===== config.mk =====
export PLATFORM = sky130hd
export DESIGN_NAME = apu_pulse
export DESIGN_NICKNAME = d
export VERILOG_FILES = /design/src/rtl/apu_pulse.sv
export SDC_FILE = /design/constraint.sdc
export NUM_CORES = 1
export LEC_CHECK = 0
export CORE_ASPECT_RATIO = 0.9
export CORE_MARGIN = 5
export CORE_UTILIZATION = 55
export DETAILED_ROUTE_END_ITERATION = 16
export GPL_TIMING_DRIVEN = 0
export PLACE_DENSITY = 0.75
export SETUP_SLACK_MARGIN = 0.15
export SYNTH_ARGS = -nofsm -noshare
export SYNTH_HDL_FRONTEND = slang
export SYNTH_SLANG_ARGS = --single-unit
export TNS_END_PERCENT = 30

===== constraint.sdc =====
create_clock -name clk_in -period 2.6 [get_ports clk_in]
set_clock_uncertainty 0.1 [all_clocks]
set_input_delay 0.26 -clock clk_in [delete_from_list [all_inputs] [get_ports clk_in]]
set_output_delay 0.26 -clock clk_in [all_outputs]
set_load 0.1 [all_outputs]

===== src/rtl/apu_pulse.sv =====
// NES APU pulse channel: register snoop, 11-bit timer, duty sequencer,
// envelope and length counter, with a registered 4-bit sample output.
module apu_pulse (
    input  logic       clk_in,
    input  logic       rst_in,
    input  logic       apu_cyc_in,
    input  logic       qtr_frame_in,
    input  logic       half_frame_in,
    input  logic       en_in,
    input  logic       wr_in,
    input  logic [1:0] a_in,
    input  logic [7:0] d_in,
    output logic [3:0] sample_out,
    output logic       active_out
);

    logic [1:0]  duty_q, duty_d;
    logic        halt_q, halt_d;
    logic        const_q, const_d;
    logic [3:0]  vol_q, vol_d;
    logic [10:0] period_q, period_d;
    logic [10:0] tmr_q, tmr_d;
    logic [2:0]  step_q, step_d;
    logic        env_start_q, env_start_d;
    logic [3:0]  decay_q, decay_d;
    logic [3:0]  div_q, div_d;
    logic [7:0]  len_q, len_d;
    logic [3:0]  sample_q, sample_d;
    logic        active_q, active_d;
    logic [7:0]  pattern;

    function automatic logic [7:0] len_lookup(input logic [4:0] idx);
        case (idx)
            5'd0:  len_lookup = 8'd10;   5'd1:  len_lookup = 8'd254;
            5'd2:  len_lookup = 8'd20;   5'd3:  len_lookup = 8'd2;
            5'd4:  len_lookup = 8'd40;   5'd5:  len_lookup = 8'd4;
            5'd6:  len_lookup = 8'd80;   5'd7:  len_lookup = 8'd6;
            5'd8:  len_lookup = 8'd160;  5'd9:  len_lookup = 8'd8;
            5'd10: len_lookup = 8'd60;   5'd11: len_lookup = 8'd10;
            5'd12: len_lookup = 8'd14;   5'd13: len_lookup = 8'd12;
            5'd14: len_lookup = 8'd26;   5'd15: len_lookup = 8'd14;
            5'd16: len_lookup = 8'd12;   5'd17: len_lookup = 8'd16;
            5'd18: len_lookup = 8'd24;   5'd19: len_lookup = 8'd18;
            5'd20: len_lookup = 8'd48;   5'd21: len_lookup = 8'd20;
            5'd22: len_lookup = 8'd96;   5'd23: len_lookup = 8'd22;
            5'd24: len_lookup = 8'd192;  5'd25: len_lookup = 8'd24;
            5'd26: len_lookup = 8'd72;   5'd27: len_lookup = 8'd26;
            5'd28: len_lookup = 8'd16;   5'd29: len_lookup = 8'd28;
            5'd30: len_lookup = 8'd32;   default: len_lookup = 8'd30;
        endcase
    endfunction

    // Bit n of the pattern is the waveform level at sequencer step n.
    always_comb begin
        case (duty_q)
            2'd0:    pattern = 8'b0000_0010;
            2'd1:    pattern = 8'b0000_0110;
            2'd2:    pattern = 8'b0001_1110;
            default: pattern = 8'b1111_1001;
        endcase
    end

    always_comb begin
        duty_d      = duty_q;
        halt_d      = halt_q;
        const_d     = const_q;
        vol_d       = vol_q;
        period_d    = period_q;
        tmr_d       = tmr_q;
        step_d      = step_q;
        env_start_d = env_start_q;
        decay_d     = decay_q;
        div_d       = div_q;
        len_d       = len_q;

        if (wr_in) begin
            case (a_in)
                2'd0: begin
                    duty_d  = d_in[7:6];
                    halt_d  = d_in[5];
                    const_d = d_in[4];
                    vol_d   = d_in[3:0];
                end
                2'd2:    period_d[7:0]  = d_in;
                2'd3:    period_d[10:8] = d_in[2:0];
                default: ;
            endcase
        end

        if (apu_cyc_in) begin
            if (tmr_q == 11'd0) begin
                tmr_d  = period_q;
                step_d = step_q + 3'd1;
            end else begin
                tmr_d = tmr_q - 11'd1;
            end
        end

        if (qtr_frame_in) begin
            if (env_start_q) begin
                env_start_d = 1'b0;
                decay_d     = 4'd15;
                div_d       = vol_q;
            end else if (div_q == 4'd0) begin
                div_d = vol_q;
                if (decay_q != 4'd0)
                    decay_d = decay_q - 4'd1;
                else if (halt_q)
                    decay_d = 4'd15;
            end else begin
                div_d = div_q - 4'd1;
            end
        end

        if (half_frame_in && len_q != 8'd0 && !halt_q)
            len_d = len_q - 8'd1;

        // Reg 3 side effects are applied last so they beat the strobe updates above.
        if (wr_in && a_in == 2'd3) begin
            step_d      = '0;
            env_start_d = 1'b1;
            if (en_in)
                len_d = len_lookup(d_in[7:3]);
        end

        if (!en_in)
            len_d = '0;
    end

    always_comb begin
        active_d = (len_q != 8'd0);
        if (len_q == 8'd0 || period_q < 11'd8 || !pattern[step_q])
            sample_d = '0;
        else
            sample_d = const_q ? vol_q : decay_q;
    end

    always_ff @(posedge clk_in) begin
        if (rst_in) begin
            duty_q      <= '0;
            halt_q      <= 1'b0;
            const_q     <= 1'b0;
            vol_q       <= '0;
            period_q    <= '0;
            tmr_q       <= '0;
            step_q      <= '0;
            env_start_q <= 1'b0;
            decay_q     <= '0;
            div_q       <= '0;
            len_q       <= '0;
            sample_q    <= '0;
            active_q    <= 1'b0;
        end else begin
            duty_q      <= duty_d;
            halt_q      <= halt_d;
            const_q     <= const_d;
            vol_q       <= vol_d;
            period_q    <= period_d;
            tmr_q       <= tmr_d;
            step_q      <= step_d;
            env_start_q <= env_start_d;
            decay_q     <= decay_d;
            div_q       <= div_d;
            len_q       <= len_d;
            sample_q    <= sample_d;
            active_q    <= active_d;
        end
    end

    assign sample_out = sample_q;
    assign active_out = active_q;

endmodule


After elaboration in Yosys (flattened, before gate mapping)
Memories as Yosys holds them, arrays and structs flattened.
Index checks and enable logic that the tools add are counted.
Storage, ports and cells
  flip-flop bits (word level): 55
  memories kept: 1
  logic and storage cells: 68
  bits of input ports: 17
  memory bits (read-only): 224
  output and inout bits: 5
Operators by class
  $add $sub $neg: 5
  reductions and logical operators: 26
  equality and inequality tests: 4
  bitwise logic cells: 1
  order comparisons: 2
  mux-type cells: 15
Memories
  (no name shown): depth 32, bits a word 7, rd ports 1, clocked after Yosys merged registers in 0, wr ports 0, RTL line 33  | case (idx)
Operators with widths (number)
  two-way mux 4 bit: 7
  case mux 8 bit (3 select lines): 1
  two-way mux 8 bit: 2
  zero test 11 bit: 1
  < comparator 11 x 4 -> 1 bit (second input constant): 1
  two-way mux 11 bit: 1
  subtractor 11 x 1 -> 11 bit (second input constant): 1
  zero test 8 bit: 1
  AND reduction 2 bit: 4
  nonzero test 8 bit: 1
  subtractor 4 x 1 -> 4 bit (second input constant): 2
  subtractor 8 x 1 -> 8 bit (second input constant): 1
  == test 2 bit (second input constant): 3
  nonzero test 2 bit: 3
  OR reduction 2 bit: 3
  zero test 2 bit: 2
  zero test 4 bit: 1
  < comparator 3 x 4 -> 1 bit (second input constant): 1
  nonzero test 4 bit: 1
  adder 3 x 1 -> 3 bit (second input constant): 1
  binary-select mux 1 bit (select 3 bit): 1
  logical AND 1 bit: 3
  two-way mux 1 bit: 3
  AND reduction 3 bit: 1
  other kinds (5): 7

Depth between registers and ports, before layout
Gate-level depths: netlist (run 1).
  word-level depth: 7
  gate-level depth with buffers: 7
  gate-level depth less buffers: 6

Worst setup path before layout (run 1)
No wires, ideal clock.
  kind: register -> register
  from: register div_q[0]
  to: register decay_q[3]
  library setup time: 132 ps
  setup slack: 716 ps
  clock period less this slack: 1884 ps
  stages on the path, launching flop included: 7
  buffers on the path: 0
  data arrival time: 1653 ps
  cells stage by stage: dfxtp_1 inv_1 ha_1 nor3b_1 o21ai_0 nor4_1 nor3_1
On the way
  longest elaborated chain between the ends: 3
Ends and longest elaborated chain
  start: declaration: RTL line 26  | logic [3:0] div_q, div_d;
  start signal: assignment: RTL line 163  | div_q <= div_d;
  zero test 4 bit: RTL line 104  | end else if (div_q == 4'd0) begin
  nonzero test 2 bit (no line)
  AND reduction 3 bit (no line)
  end signal: assignment: RTL line 162  | decay_q <= decay_d;
  end: declaration: RTL line 25  | logic [3:0] decay_q, decay_d;
Every way passes these cells.
A chain may end at the register's enable or synchronous reset.

Worst setup path after layout (run 1)
  from: input d_in[3]
  to: register len_q[2]
On the way
  longest elaborated chain between the ends: 2
Ends and longest elaborated chain
  start: declaration: RTL line 12  | input logic [7:0] d_in,
  memory (32 x 7 bit)
  two-way mux 8 bit: RTL line 119  | if (wr_in && a_in == 2'd3) begin
  end signal: assignment: RTL line 164  | len_q <= len_d;
  end: declaration: RTL line 27  | logic [7:0] len_q, len_d;
Every way passes these cells.

==> results.yml, run 1 <==
outcome:
  status: "finished, final reports clean"
synthesis:
  synth.area.top_cells: "dfxtp_1 (34%), mux2i_1 (8.8%), ha_1 (5.9%)"
  yosysSeqAreaShare: 0.345
  synth-adder-area-share: 0.0587
  synth-simple-area-share: 0.244
  synth_cell_type_count: 62
  syn_area_um2: 3200
  synth_most_common_cell: "dfxtp_1"
  ys_warn_count: 0
  synth_fp_nets: 411
  synthCells: 379
  synth_xor_xnor_area_share: 0.0192
  netlist_top_cells_count: "dfxtp_1 (55), nor2_1 (41), mux2i_1 (28), a21oi_1 (22), nand2_1 (22)"
  yosysTopAreaCell: "dfxtp_1"
  muxShareOfSynthArea: 0.0959
  synth_top_area_frac: 0.345
  synth_top_family_by_area: "simple AND/OR/NAND/NOR gates"
  ys_async_sr_fraction: 0
  avgSynthCellArea_um2: 8.43
  ys_ff_latch: 55
  synth_top_flop_cell: "dfxtp_1"
  synth-edff-count: 0
  synth-compound-area-share: 0.186
clock_network:
  htree_levels: 2
  root_buffer: "clkbuf_8"
  post_cts_buffers: 0
  cts.sinks: 55
  tritoncts: "yes"
  clk_latency_ns: 0.31
  cts_inserted_buffers: 5
  cts.path.max_buffers: 2
  clk_pin_slew_worst_paths_ns: 0.09
  hold_buffers: 0
critical_path:
  crit_arrival_ns: 2.29
  crit_type: "primary input to register"
  critPathMaxFanout: 11
  cp.required_ns: 2.70
  cp-startpoint: "d_in[3]"
  rr_endpoint: "decay_q[1]"
  critPathLaunchType: "primary input"
  rrSetupSlack_ns: 0.53
  critPathTopFamily: "buffers and inverters"
  ff2ff_path_depth: 6
  reg2reg_from: "decay_q[0]"
  crit_chain: "clkdlybuf4s50_1, inv_1, ha_1, nor3b_1, a2111o_1, a211oi_1, nor4_1"
  crit_path_max_incr_delay_ns: 0.68
  critPathSlowestCell: "clkdlybuf4s50_1"
  crit_buf_inv: 2
  end_kind: "register"
detailed_routing:
  via_count: 2859
  wl_mm: 7.40
  final_antenna_net_count: 0
  initialDrtViolationCount: 263
  firstDrtPassIters: 5
  drcViolationCount: 0
  vias_per_cell: 6.02
  routedWlPerCell_um: 15.6
sta:
  setup_viol: 0
  worst_hold_slack_ns: 0.274
  worst_pin_slew_ns: 0.992
  fin_crit_ns: 2.19
  rsz0062_at_grt: "no"
  post-route-period-util: 0.842
  slew_headroom: 0.330
  slew_viol_final: 0
  max_clock_freq_mhz: 457
  tns_ns: 0
  timing_hold_violations_final: 0
global_route:
  grt_pass1_wl_mm: 12.5
  grt_pass1_vias: 2583
  antenna_found_initial: 0
  overflow: 0
  grt_usage: 0.205
  grt_max_degree: 16
die:
  start_util: 0.565
  fp.dieW_um: 90.3
  die_area_um2: 7440
  ios: 22
  fp-row-count: 26
  die_y_um: 82.3
  core_area_um2: 5660
min_path:
  hold_class: "primary input to register"
  min_from: "apu_cyc_in"
  hold-path-cell-count: 4
  holdPathEnd: "tmr_q[8]"
cells_and_area:
  syn2layout_area_growth_pct: 11.1
  final_area_um2: 3550
  fin_util: 0.627
  drive_gt1_frac: 0.0642
  fillers: 495
  fin_nets: 436
  n_antenna_cell: 0
placed_design:
  portBuffers: 18
  place_area_um2: 3460
  hpwl_mm: 5.47
  globalplace.congestion: 0.933
pwr:
  powerDensity_nw_per_um2: 864
  cellLeakagePower_nw: 1.38
  vdd_drop_max_v: 0.000486
job:
  cap_viol_max_count: 0
==> registers in the layout, indices dropped and copies added, names as in the netlist, 2 cells and up <==
register    count
period_q       11
tmr_q          11
decay_q         4
duty_q          2
div_q           4
len_q           8
sample_out      4
vol_q           4
step_q          3
==> layer usage <==
metal  wire, µm  vias up  global-route usage  part of all wire
li1           -     1422                   -                 -
met1       3660     1350               0.289              0.49
met2       3280       80               0.331              0.44
met3        386        7              0.0290             0.052
met4         72        0              0.0565            0.0097
met5          0        -                   0                 0
==> metrics by stage <==
stage / setup WS [ns] / power [W] / cells
global route: 0.305 / 0.00331 / 475
detailed placement: 0.0910 / 0.00260 / 467
CTS: 0.327 / 0.00306 / 475
finish: 0.410 / 0.00307 / 475
floorplan: 0.716 / 0.00230 / 379
global placement: 0.0804 / 0.00257 / 467
==> logic make-up after synthesis <==
group | count (synthesis)
xor+xnor | 7
flops | 55
fa+ha+maj | 15
simple gates | 144
compound gates | 87
buf+inv | 41
mux | 30
==> how the worst max path moves through the flow <==
stage                 endpoint  slack, ns  depth (start not counted)
floorplan           decay_q[3]       0.72                          6
global placement      len_q[2]       0.08                          7
detailed placement    len_q[2]       0.09                          7
CTS                 decay_q[3]       0.33                          6
global route          len_q[2]       0.31                          7
finish                len_q[2]       0.41                          7
==> worst register-to-register path, delay by kind of cell, from the launching register on <==
family	cells	cell delay (ns)
buf+inv	1	0.11
simple gates	1	0.82
flops	1	0.36
fa+ha+maj	1	0.20
compound gates	3	0.36
==> timing repair <==
item | 4_1_cts | 5_1_grt
resized for setup | 0 | 1
endpoints found under the hold margin | 0 | 0
endpoints found under the setup margin | 0 | 1
==> power breakdown <==
part	switching [W]	internal [W]
Clock	0.000268	0.000190
Sequential	0.000164	0.000987
Combinational	0.000813	0.000644
Total	0.00124	0.00182
==> cell usage in the layout, fill, tap and decap left out, drive strengths merged, types with 9 or more instances in the layout <==
cell type       n
dfxtp          55
nor2           41
mux2i          28
clkbuf         26
nand2          22
a21oi          22
inv            18
clkdlybuf4s50  18
nor3           16
ha             15
nand2b         13
o21ai          12
nor2b           9
a31oi           9
==> final cells by class <==
| cell class | instances | area (µm²) | area share |
|---|---|---|---|
| Buffer | 23 | 97.6 | 0.0275 |
| Clock buffer | 7 | 76.3 | 0.0215 |
| Clock inverter | 1 | 5.00 | 0.00141 |
| Inverter | 18 | 67.6 | 0.0190 |
| Multi-Input combinational cell | 283 | 1930 | 0.545 |
| Sequential cell | 55 | 1100 | 0.310 |
| Tap cell | 70 | 87.6 | 0.0247 |
| Timing Repair Buffer | 18 | 180 | 0.0508 |
Note: power is estimated with default switching activity, not from simulation.
==> run 2, diff against run 1 <==
--- a/config.mk
+++ b/config.mk
@@ -7,10 +7,10 @@
 export LEC_CHECK = 0
 export CORE_ASPECT_RATIO = 0.9
 export CORE_MARGIN = 5
-export CORE_UTILIZATION = 55
+export CORE_UTILIZATION = 53
 export DETAILED_ROUTE_END_ITERATION = 16
 export GPL_TIMING_DRIVEN = 0
-export PLACE_DENSITY = 0.75
+export PLACE_DENSITY = 0.76
 export SETUP_SLACK_MARGIN = 0.15
 export SYNTH_ARGS = -nofsm -noshare
 export SYNTH_HDL_FRONTEND = slang
==> constraint.sdc (replaced) <==
create_clock -name clk_in -period 1.88 [get_ports clk_in]
set_clock_uncertainty 0.1 [all_clocks]
set_input_delay 0.188 -clock clk_in [delete_from_list [all_inputs] [get_ports clk_in]]
set_output_delay 0.188 -clock clk_in [all_outputs]
set_load 0.1 [all_outputs]
==> run 2 against run 1 <==
  * Sequential power is 45% higher
  * Die area is 3.3% higher
  * Non-clock buffer count increased by 8
  * Hold slack got worse by 0.11 ns
  * Critical path depth shrank 2
  * Combinational power grew 82%
  * Critical endpoint is now tmr_q[9]
  * Total power is 62% higher
  * Global-route usage increased by 0.36 points
==> results.yml, run 2 (synthesized netlist as in run 1, its figures left out) <==
outcome:
  status: "finished, final reports clean"
sta:
  rsz0062_at_grt: "yes"
  post-route-period-util: 0.975
  fin_crit_ns: 1.83
  timing_hold_violations_final: 0
  slew_viol_final: 0
  tns_ns: 0
  worst_pin_slew_ns: 0.699
  worst_slack_ns: 0.0479
  max_clock_freq_mhz: 546
  setup_viol: 0
  slew_headroom: 0.534
critical_path:
  crit_arrival_ns: 1.94
  end_kind: "register"
  critPathLaunchType: "register"
  critPathMaxFanout: 7
  cp.required_ns: 1.99
  crit_type: "register to register"
global_route:
  grt_max_degree: 17
  antenna_found_initial: 0
  grt_usage: 0.209
  grt_pass1_wl_mm: 13.2
  grt_pass1_vias: 2792
  overflow: 0
clock_network:
  clk_latency_ns: 0.31
  tritoncts: "yes"
  htree_levels: 2
  clk_pin_slew_worst_paths_ns: 0.10
  cts.sinks: 55
  cts_inserted_buffers: 5
  hold_buffers: 0
  cts.path.max_buffers: 2
  root_buffer: "clkbuf_8"
die:
  core_area_um2: 5760
  die_y_um: 83.7
  fp-row-count: 26
  start_util: 0.555
  fp.dieW_um: 91.9
  ios: 22
  die_area_um2: 7680
detailed_routing:
  vias_per_cell: 6.00
  via_count: 2896
  final_antenna_net_count: 0
  routedWlPerCell_um: 16.8
  firstDrtPassIters: 4
  drcViolationCount: 0
  initialDrtViolationCount: 210
  wl_mm: 8.12
cells_and_area:
  reg_top3: "period_q x11, tmr_q x11, len_q x8"
  final_cell_mix: "dfxtp_1 (49), nor2_1 (41), mux2i_1 (28), nand2_1 (22), a21oi_1 (21)"
  drive_gt1_frac: 0.189
  final_cell_count_no_fill: 483
  n_antenna_cell: 0
  fillers: 481
  fin_util: 0.666
  syn2layout_area_growth_pct: 20.0
  final_common_cell: "dfxtp_1"
  fin_nets: 444
placed_design:
  portBuffers: 18
  hpwl_mm: 5.50
  dp_cells: 467
  pre_cts_ws_ns: -0.590
  globalplace.congestion: 0.862
pwr:
  cellLeakagePower_nw: 1.50
  powerDensity_nw_per_um2: 1300
  power.total_w: 0.00497
  vdd_drop_max_v: 0.000633
job:
  cap_viol_max_count: 0
min_path:
  hold_class: "primary input to register"
-- run 2: repair_timing --
action | in CTS | in global routing
setup endpoints to repair | 32 | 44
pin swaps | 6 | 10
resized for setup | 40 | 39
gates cloned | 0 | 1
setup buffers | 6 | 1
-- run 2: worst paths after layout --
path                                   from          end  slack [ns]  cells past startpoint
worst min-delay path                d_in[4]      const_q        0.17                      3
worst max register to register     tmr_q[3]     tmr_q[9]        0.05                      5
worst min register to register  period_q[9]  period_q[9]        0.39                      2
worst max-delay path               tmr_q[3]     tmr_q[9]        0.05                      5
-- run 2: area by class of cell --
class	count	area [µm²]	share of cell area
multi-input cells	283	2110	0.550
flip-flops and latches	55	1110	0.290
repair buffers	26	253	0.0659
plain buffers	23	119	0.0310
well taps	70	87.6	0.0228
clock buffers	6	72.6	0.0189
inverters	18	70.1	0.0183
clock inverters	2	12.5	0.00326
-- run 2: through the flow --
step	hold slack, ns	instance area, µm²
floorplan	0.224	3200
global placement	0.372	3470
finish	0.166	3840
global route	0.194	3840
detailed placement	0.372	3470
CTS	0.217	3690
-- run 2: power by group --
group          leakage [nW]  switching, W  internal (W)  total (W)
sequential            0.451      0.000287       0.00138    0.00167
clock                0.0412      0.000383      0.000262   0.000645
combinational          1.01       0.00136       0.00130    0.00266
-- run 2: critical path, stage by stage, from the launching register on --
cell     delay, ns
dfxtp_4       0.37
or4_4         0.54
buf_8         0.15
or3_4         0.36
a21oi_2       0.16
nor3_2        0.04
-- run 2: metal layers --
| layer | track usage | part of all wire | vias to the layer above |
|---|---|---|---|
| li1 | - | - | 1437 |
| met3 | 0.0361 | 0.048 | 21 |
| met5 | 0 | 0 | - |
| met1 | 0.289 | 0.48 | 1370 |
| met2 | 0.332 | 0.46 | 68 |
| met4 | 0.0607 | 0.019 | 0 |
